**config.mk**
```make
export PLATFORM = sky130hd
export DESIGN_NAME = csr_machine_trap
export DESIGN_NICKNAME = d
export VERILOG_FILES = /design/src/rtl/csr_machine_trap.sv
export SDC_FILE = /design/constraint.sdc
export NUM_CORES = 1
export LEC_CHECK = 0
export ABC_CLOCK_PERIOD_IN_PS = 3140
export CAP_MARGIN = 0
export CORE_MARGIN = 3
export CORE_UTILIZATION = 47
export CTS_CLUSTER_DIAMETER = 30
export CTS_CLUSTER_SIZE = 14
export DETAILED_ROUTE_END_ITERATION = 10
export GPL_ROUTABILITY_DRIVEN = 0
export PLACE_DENSITY = 0.81
export SETUP_SLACK_MARGIN = 0.4
export SYNTH_ARGS = -nofsm -noshare
export SYNTH_HDL_FRONTEND = slang
export SYNTH_SLANG_ARGS = --single-unit
```
**constraint.sdc**
```tcl
create_clock -name clk -period 3.14 [get_ports clk]
set_input_delay 0.628 -clock clk [delete_from_list [all_inputs] [get_ports clk]]
set_output_delay 0.628 -clock clk [all_outputs]
set_load 0.005 [all_outputs]
```
**src/rtl/csr_machine_trap.sv**
```systemverilog
// Machine-mode CSR file: trap/mret status updates, interrupt enable/pending, trap vector and restore PC.
// Optional mcycle/minstret counters are built when CSR_COUNTERS_EN is defined.
module csr_machine_trap #(
   parameter int          PC_WIDTH    = 32,
   parameter int          WORD_WIDTH  = 32,
   parameter logic [31:0] MTVEC_RESET = 32'h0000_0000
) (
   input  logic                  clk,
   input  logic                  rst,
   input  logic [11:0]           csr_rd_addr,
   output logic [WORD_WIDTH-1:0] csr_rd_data,
   output logic                  csr_rd_valid,
   input  logic                  csr_wr_en,
   input  logic [11:0]           csr_wr_addr,
   input  logic [WORD_WIDTH-1:0] csr_wr_data,
   input  logic                  mstatus_mie_clear_en,
   input  logic                  mstatus_mie_set_en,
   input  logic                  mepc_set_en,
   input  logic [PC_WIDTH-1:0]   mepc_set_pc,
   input  logic                  mcause_set_en,
   input  logic [WORD_WIDTH-1:0] mcause_set_cause,
   input  logic                  mtval_set_en,
   input  logic [WORD_WIDTH-1:0] mtval_set_tval,
   input  logic                  irq_external,
   input  logic                  irq_timer,
   input  logic                  irq_software,
   input  logic                  instret,
   output logic                  csr_mstatus_mpie,
   output logic                  csr_mstatus_mie,
   output logic                  csr_mie_meie,
   output logic                  csr_mie_mtie,
   output logic                  csr_mie_msie,
   output logic                  csr_mip_meip,
   output logic                  csr_mip_mtip,
   output logic                  csr_mip_msip,
   output logic [29:0]           csr_mtvec_base,
   output logic [1:0]            csr_mtvec_mode,
   output logic [PC_WIDTH-1:0]   csr_mepc_pc
);

   localparam logic [11:0] ADDR_MSTATUS  = 12'h300;
   localparam logic [11:0] ADDR_MISA     = 12'h301;
   localparam logic [11:0] ADDR_MIE      = 12'h304;
   localparam logic [11:0] ADDR_MTVEC    = 12'h305;
   localparam logic [11:0] ADDR_MSCRATCH = 12'h340;
   localparam logic [11:0] ADDR_MEPC     = 12'h341;
   localparam logic [11:0] ADDR_MCAUSE   = 12'h342;
   localparam logic [11:0] ADDR_MTVAL    = 12'h343;
   localparam logic [11:0] ADDR_MIP      = 12'h344;
   localparam logic [11:0] ADDR_MCYCLE   = 12'hB00;
   localparam logic [11:0] ADDR_MCYCLEH  = 12'hB80;
   localparam logic [11:0] ADDR_MINSTRET = 12'hB02;
   localparam logic [11:0] ADDR_MINSTRH  = 12'hB82;

   localparam logic [31:0]         MISA_VALUE  = 32'h4000_0100;
   localparam logic [31:0]         MTVEC_MASK  = 32'hFFFF_FFFD;
   localparam logic [PC_WIDTH-1:0] MEPC_MASK   = {{(PC_WIDTH-2){1'b1}}, 2'b00};

   logic [31:0]           mtvec;
   logic [WORD_WIDTH-1:0] mscratch;
   logic [WORD_WIDTH-1:0] mcause;
   logic [WORD_WIDTH-1:0] mtval;
   logic [PC_WIDTH-1:0]   mepc;
   logic [63:0]           mcycle;
   logic [63:0]           minstret;

   logic wr_mstatus, wr_mie, wr_mtvec, wr_mscratch, wr_mepc, wr_mcause, wr_mtval;

   assign wr_mstatus  = csr_wr_en && (csr_wr_addr == ADDR_MSTATUS);
   assign wr_mie      = csr_wr_en && (csr_wr_addr == ADDR_MIE);
   assign wr_mtvec    = csr_wr_en && (csr_wr_addr == ADDR_MTVEC);
   assign wr_mscratch = csr_wr_en && (csr_wr_addr == ADDR_MSCRATCH);
   assign wr_mepc     = csr_wr_en && (csr_wr_addr == ADDR_MEPC);
   assign wr_mcause   = csr_wr_en && (csr_wr_addr == ADDR_MCAUSE);
   assign wr_mtval    = csr_wr_en && (csr_wr_addr == ADDR_MTVAL);

   // Hardware strobes sit ahead of the software write in every chain below.
   always_ff @(posedge clk) begin
      if (rst) begin
         csr_mstatus_mie  <= 1'b0;
         csr_mstatus_mpie <= 1'b0;
         csr_mie_meie     <= 1'b0;
         csr_mie_mtie     <= 1'b0;
         csr_mie_msie     <= 1'b0;
         csr_mip_meip     <= 1'b0;
         csr_mip_mtip     <= 1'b0;
         csr_mip_msip     <= 1'b0;
         mtvec            <= MTVEC_RESET & MTVEC_MASK;
         mscratch         <= '0;
         mepc             <= '0;
         mcause           <= '0;
         mtval            <= '0;
      end else begin
         if (mstatus_mie_clear_en) begin
            csr_mstatus_mpie <= csr_mstatus_mie;
            csr_mstatus_mie  <= 1'b0;
         end else if (mstatus_mie_set_en) begin
            csr_mstatus_mie  <= csr_mstatus_mpie;
            csr_mstatus_mpie <= 1'b1;
         end else if (wr_mstatus) begin
            csr_mstatus_mie  <= csr_wr_data[3];
            csr_mstatus_mpie <= csr_wr_data[7];
         end

         if (wr_mie) begin
            csr_mie_meie <= csr_wr_data[11];
            csr_mie_mtie <= csr_wr_data[7];
            csr_mie_msie <= csr_wr_data[3];
         end

         csr_mip_meip <= irq_external;
         csr_mip_mtip <= irq_timer;
         csr_mip_msip <= irq_software;

         if (wr_mtvec)    mtvec    <= csr_wr_data[31:0] & MTVEC_MASK;
         if (wr_mscratch) mscratch <= csr_wr_data;

         if (mepc_set_en)  mepc <= mepc_set_pc & MEPC_MASK;
         else if (wr_mepc) mepc <= PC_WIDTH'(csr_wr_data) & MEPC_MASK;

         if (mcause_set_en)  mcause <= mcause_set_cause;
         else if (wr_mcause) mcause <= csr_wr_data;

         if (mtval_set_en)  mtval <= mtval_set_tval;
         else if (wr_mtval) mtval <= csr_wr_data;
      end
   end

`ifdef CSR_COUNTERS_EN
   logic wr_mcycle, wr_mcycleh, wr_minstret, wr_minstreth;

   assign wr_mcycle    = csr_wr_en && (csr_wr_addr == ADDR_MCYCLE);
   assign wr_mcycleh   = csr_wr_en && (csr_wr_addr == ADDR_MCYCLEH);
   assign wr_minstret  = csr_wr_en && (csr_wr_addr == ADDR_MINSTRET);
   assign wr_minstreth = csr_wr_en && (csr_wr_addr == ADDR_MINSTRH);

   // A write to one half freezes the whole counter for that cycle, so no carry leaks across.
   always_ff @(posedge clk) begin
      if (rst) begin
         mcycle   <= '0;
         minstret <= '0;
      end else begin
         if (wr_mcycle)       mcycle[31:0]  <= csr_wr_data[31:0];
         else if (wr_mcycleh) mcycle[63:32] <= csr_wr_data[31:0];
         else                 mcycle        <= mcycle + 64'd1;

         if (wr_minstret)       minstret[31:0]  <= csr_wr_data[31:0];
         else if (wr_minstreth) minstret[63:32] <= csr_wr_data[31:0];
         else if (instret)      minstret        <= minstret + 64'd1;
      end
   end
`else
   logic unused_instret;

   assign unused_instret = instret;
   assign mcycle         = '0;
   assign minstret       = '0;
`endif

   always_comb begin
      csr_rd_data  = '0;
      csr_rd_valid = 1'b1;
      case (csr_rd_addr)
         ADDR_MSTATUS:  csr_rd_data = WORD_WIDTH'({19'd0, 2'b11, 3'd0, csr_mstatus_mpie,
                                                   3'd0, csr_mstatus_mie, 3'd0});
         ADDR_MISA:     csr_rd_data = WORD_WIDTH'(MISA_VALUE);
         ADDR_MIE:      csr_rd_data = WORD_WIDTH'({20'd0, csr_mie_meie, 3'd0, csr_mie_mtie,
                                                   3'd0, csr_mie_msie, 3'd0});
         ADDR_MTVEC:    csr_rd_data = WORD_WIDTH'(mtvec);
         ADDR_MSCRATCH: csr_rd_data = mscratch;
         ADDR_MEPC:     csr_rd_data = WORD_WIDTH'(mepc);
         ADDR_MCAUSE:   csr_rd_data = mcause;
         ADDR_MTVAL:    csr_rd_data = mtval;
         ADDR_MIP:      csr_rd_data = WORD_WIDTH'({20'd0, csr_mip_meip, 3'd0, csr_mip_mtip,
                                                   3'd0, csr_mip_msip, 3'd0});
         ADDR_MCYCLE:   csr_rd_data = WORD_WIDTH'(mcycle[31:0]);
         ADDR_MCYCLEH:  csr_rd_data = WORD_WIDTH'(mcycle[63:32]);
         ADDR_MINSTRET: csr_rd_data = WORD_WIDTH'(minstret[31:0]);
         ADDR_MINSTRH:  csr_rd_data = WORD_WIDTH'(minstret[63:32]);
         default: begin
            csr_rd_data  = '0;
            csr_rd_valid = 1'b0;
         end
      endcase
   end

   assign csr_mtvec_base = mtvec[31:2];
   assign csr_mtvec_mode = mtvec[1:0];
   assign csr_mepc_pc    = mepc;

endmodule

```
==> impl_metrics.py <==
metrics = {
    "outcome": {
        "status": "complete, no violations",
    },
    "timing": {
        "fin_crit_sh": 0.948,
        "fmax_ghz": 0.336,
        "setup_violations": 0,
        "hold_violations": 0,
        "fin_skew_ps": 0.0860,
        "tightest_slew_ps": 705,
        "rsz0062_at_grt": "true",
        "fin_ws_ps": 164,
        "slew_headroom": 0.530,
        "period_needed_ps": 2980,
        "drv_slew": 0,
    },
    "placement": {
        "dpl_cell_area_mm2": 0.0114,
        "post-place-ws_ps": -536,
        "hpwl_um": 21200,
        "io_buffers": 262,
    },
    "cts": {
        "clock_latency_ps": 430,
        "numClockSinks": 165,
        "h-tree-depth": 4,
        "clockBufferDepth": 2,
        "cts_tree": "built",
        "cts_made_buffers": 17,
        "clkTransAtPathRegs_ps": 60,
        "cts-root-buf": "clkbuf_16",
    },
    "yosys": {
        "synth_edf_count": 0,
        "ys_seq_area_frac": 0.395,
        "synth_cell_type_count": 56,
        "async_flop_share": 0,
        "netlist_area_mm2": 0.00837,
        "synth_ff_type": "dfxtp_1",
        "synthCells": 1045,
        "yosysWarnings": 0,
        "avgSynthCellArea_um2": 8.01,
        "synth_seq_cells": 165,
    },
    "global_route": {
        "grt_use_met3": 0.0742,
        "antenna_found_initial": 1,
        "grt_overflow": 0,
        "grt_max_degree": 79,
        "use_met2": 0.547,
        "grt_use_total": 0.336,
        "grt_busiest_layer": "met2",
        "grt_pass1_vias": 9417,
        "grt_pass1_wl_um": 52400,
        "met1_usage": 0.427,
    },
    "drt": {
        "vias": 9844,
        "viasPerCell": 6.31,
        "firstDrtPassIters": 6,
        "drtIter0Drc": 1217,
        "finalWirelength_um": 34500,
        "avgRoutedWirePerCell_um": 22.1,
        "drc_errors": 0,
        "final_antenna_net_count": 0,
    },
    "worst_setup_path": {
        "crit_type": "in -> out",
        "startpoint_type": "input port",
        "cpMostUsedCell": "buf_6",
        "reg2reg_slack_ps": 2140,
        "worstPathCellList": "buf_6 -> or4_4 -> nor4_4 -> buf_4 -> buf_6 -> buf_6 -> buf_4 -> o2bb2ai_2 -> a221o_1 -> buf_2",
        "rr_startpoint": "csr_mstatus_mie$_SDFFE_PP0P_",
        "critical_path.max_stage_delay_ps": 590,
        "required_ps": 2510,
        "arrival_ps": 2350,
        "crit_fanout": 3,
        "r2r_cells": 2,
        "critPathSlowestCell": "or4_4",
        "cp-end-kind": "primary output",
        "timing.rr.end": "csr_mstatus_mie$_SDFFE_PP0P_",
    },
    "die": {
        "die_area_mm2": 0.0194,
        "start_util": 0.482,
        "dieWidth_um": 139,
        "ios": 269,
        "dieHeight_um": 139,
        "core_mm2": 0.0174,
        "rows": 48,
    },
    "final_layout": {
        "postLayoutCellArea_mm2": 0.0127,
        "fillers": 1244,
        "final_layout_size_suffix_gt1_frac": 0.181,
        "layout_commonest_cell": "nand2_1",
        "layout_common_cells": "nand2_1, clkdlybuf4s50_1, dfxtp_1",
        "fin_nets": 1485,
        "syn_to_final_growth_pct": 52.0,
    },
    "power_and_ir_drop": {
        "power_per_cell_area_mw_per_mm2": 406,
        "p_leak_nw": 5.13,
        "vdd_drop_max_uv": 384,
    },
    "min_path": {
        "hold_path_end": "mscratch[12]$_SDFFE_PP0P_",
        "hold_class": "reg -> reg",
        "hp-start": "mscratch[12]$_SDFFE_PP0P_",
        "hold_depth": 2,
    },
    "flow_run": {
        "max_cap_violations": 0,
    },
}
-- layout make-up --
cell class / count / area [um2] / share of cell area
diodes: 1 / 2.50 / 0.000197
clock buffers: 20 / 457 / 0.0359
clock inverters: 12 / 153 / 0.0120
inverters: 98 / 368 / 0.0289
multi-input cells: 676 / 4580 / 0.360
flip-flops and latches: 165 / 3300 / 0.260
well taps: 225 / 282 / 0.0221
repair buffers: 363 / 3570 / 0.281
-- through the flow --
stage          setup TNS (ps)  hold WS, ps  total power [mW]  cells   util
6_report                    0          450              5.16   1560  0.733
2_1_floorplan               0          429              2.57   1047      -
5_1_grt                     0          475              5.31   1560  0.733
3_5_place_dp           -14990          445              2.98   1490  0.659
4_1_cts                     0          453              5.14   1551  0.718
3_3_place_gp           -13830          440              2.96   1490  0.659
-- critical path: cells and delay by family --
family                 cells  cell delay (ps)
AOI/OAI and AO/OA          2              220
and+or+nand+nor            2              770
buffers and inverters      6              730
-- where the power goes --
group,total (mW),leakage [nW],switching (mW),internal [mW]
Clock,2.18,0.288,0.890,1.29
Sequential,2.24,1.35,0.0552,2.18
Combinational,0.742,3.48,0.352,0.390
-- sequential cells by signal, summed over array words and instances, names as in the netlist, 30 cells and up --
signal and count:
mtval 32, csr_mepc_pc 30, mscratch 32, mtvec 31, mcause 32
-- metal layers --
metal  wire (um)  up-vias
met2       16200      745
met3        3740      134
met5           0        -
met1       13100     4612
li1            -     4353
met4        1450        0
-- logic make-up (layout without fill, tap and decap cells) --
| kind of cell | after synthesis | after routing | synth area share |
|---|---|---|---|
| AO/OA/AOI/OAI | 319 | 319 | 0.280 |
| buffers and inverters | 206 | 493 | 0.100 |
| flip-flops | 165 | 165 | 0.395 |
| multiplexers | 41 | 41 | 0.0513 |
| other | 1 | 4 | 0.000448 |
| AND/OR/NAND/NOR | 313 | 313 | 0.174 |
-- worst max path at each step --
stage               slack (ps)               to            from  cells after the start
global placement          -490  csr_rd_data[31]  csr_rd_addr[3]                      7
floorplan                  410  csr_rd_data[10]  csr_rd_addr[3]                      4
detailed placement        -540  csr_rd_data[31]  csr_rd_addr[5]                      7
global route               130  csr_rd_data[25]  csr_rd_addr[3]                     10
finish                     160  csr_rd_data[27]  csr_rd_addr[3]                     10
CTS                        200  csr_rd_data[24]  csr_rd_addr[3]                     10
-- synthesized netlist by cell type, types with 3 or more instances --
cell       instances  area (um2)
a31oi_1           92         576
nand4_1           10        62.6
a41oi_1            3        26.3
nor3_1             5        25.0
buf_4              3        22.5
a221oi_1          94         823
nand2b_1           3        18.8
mux2i_1           35         350
a221o_1           22         220
inv_1             98         368
and3_1             3        18.8
nor4b_1            4        35.0
nor4_1             4        25.0
clkbuf_1          72         270
nor2b_1            8        50.1
buf_6              4        45.0
nor4bb_1           6        60.1
nand3_1            3        15.0
o2bb2ai_1         24         210
a221o_2            4        45.0
nor4_2             3        37.5
or4_1              3        22.5
buf_2             17        85.1
dfxtp_1          165        3300
nor2_1            15        56.3
buf_1             11        41.3
mux2_2             5        56.3
a21oi_1           67         335
nand2_1          228         856
-- repair_timing --
| item | CTS | global route |
|---|---|---|
| hold buffers | 0 | 0 |
| cloned | 3 | 1 |
| hold endpoints to repair | 0 | 0 |
| pin swaps | 10 | 12 |
| setup endpoints to repair | 33 | 30 |
| setup buffers | 26 | 7 |
| gates resized for setup | 221 | 27 |
Power figures use the tool's default switching activity.
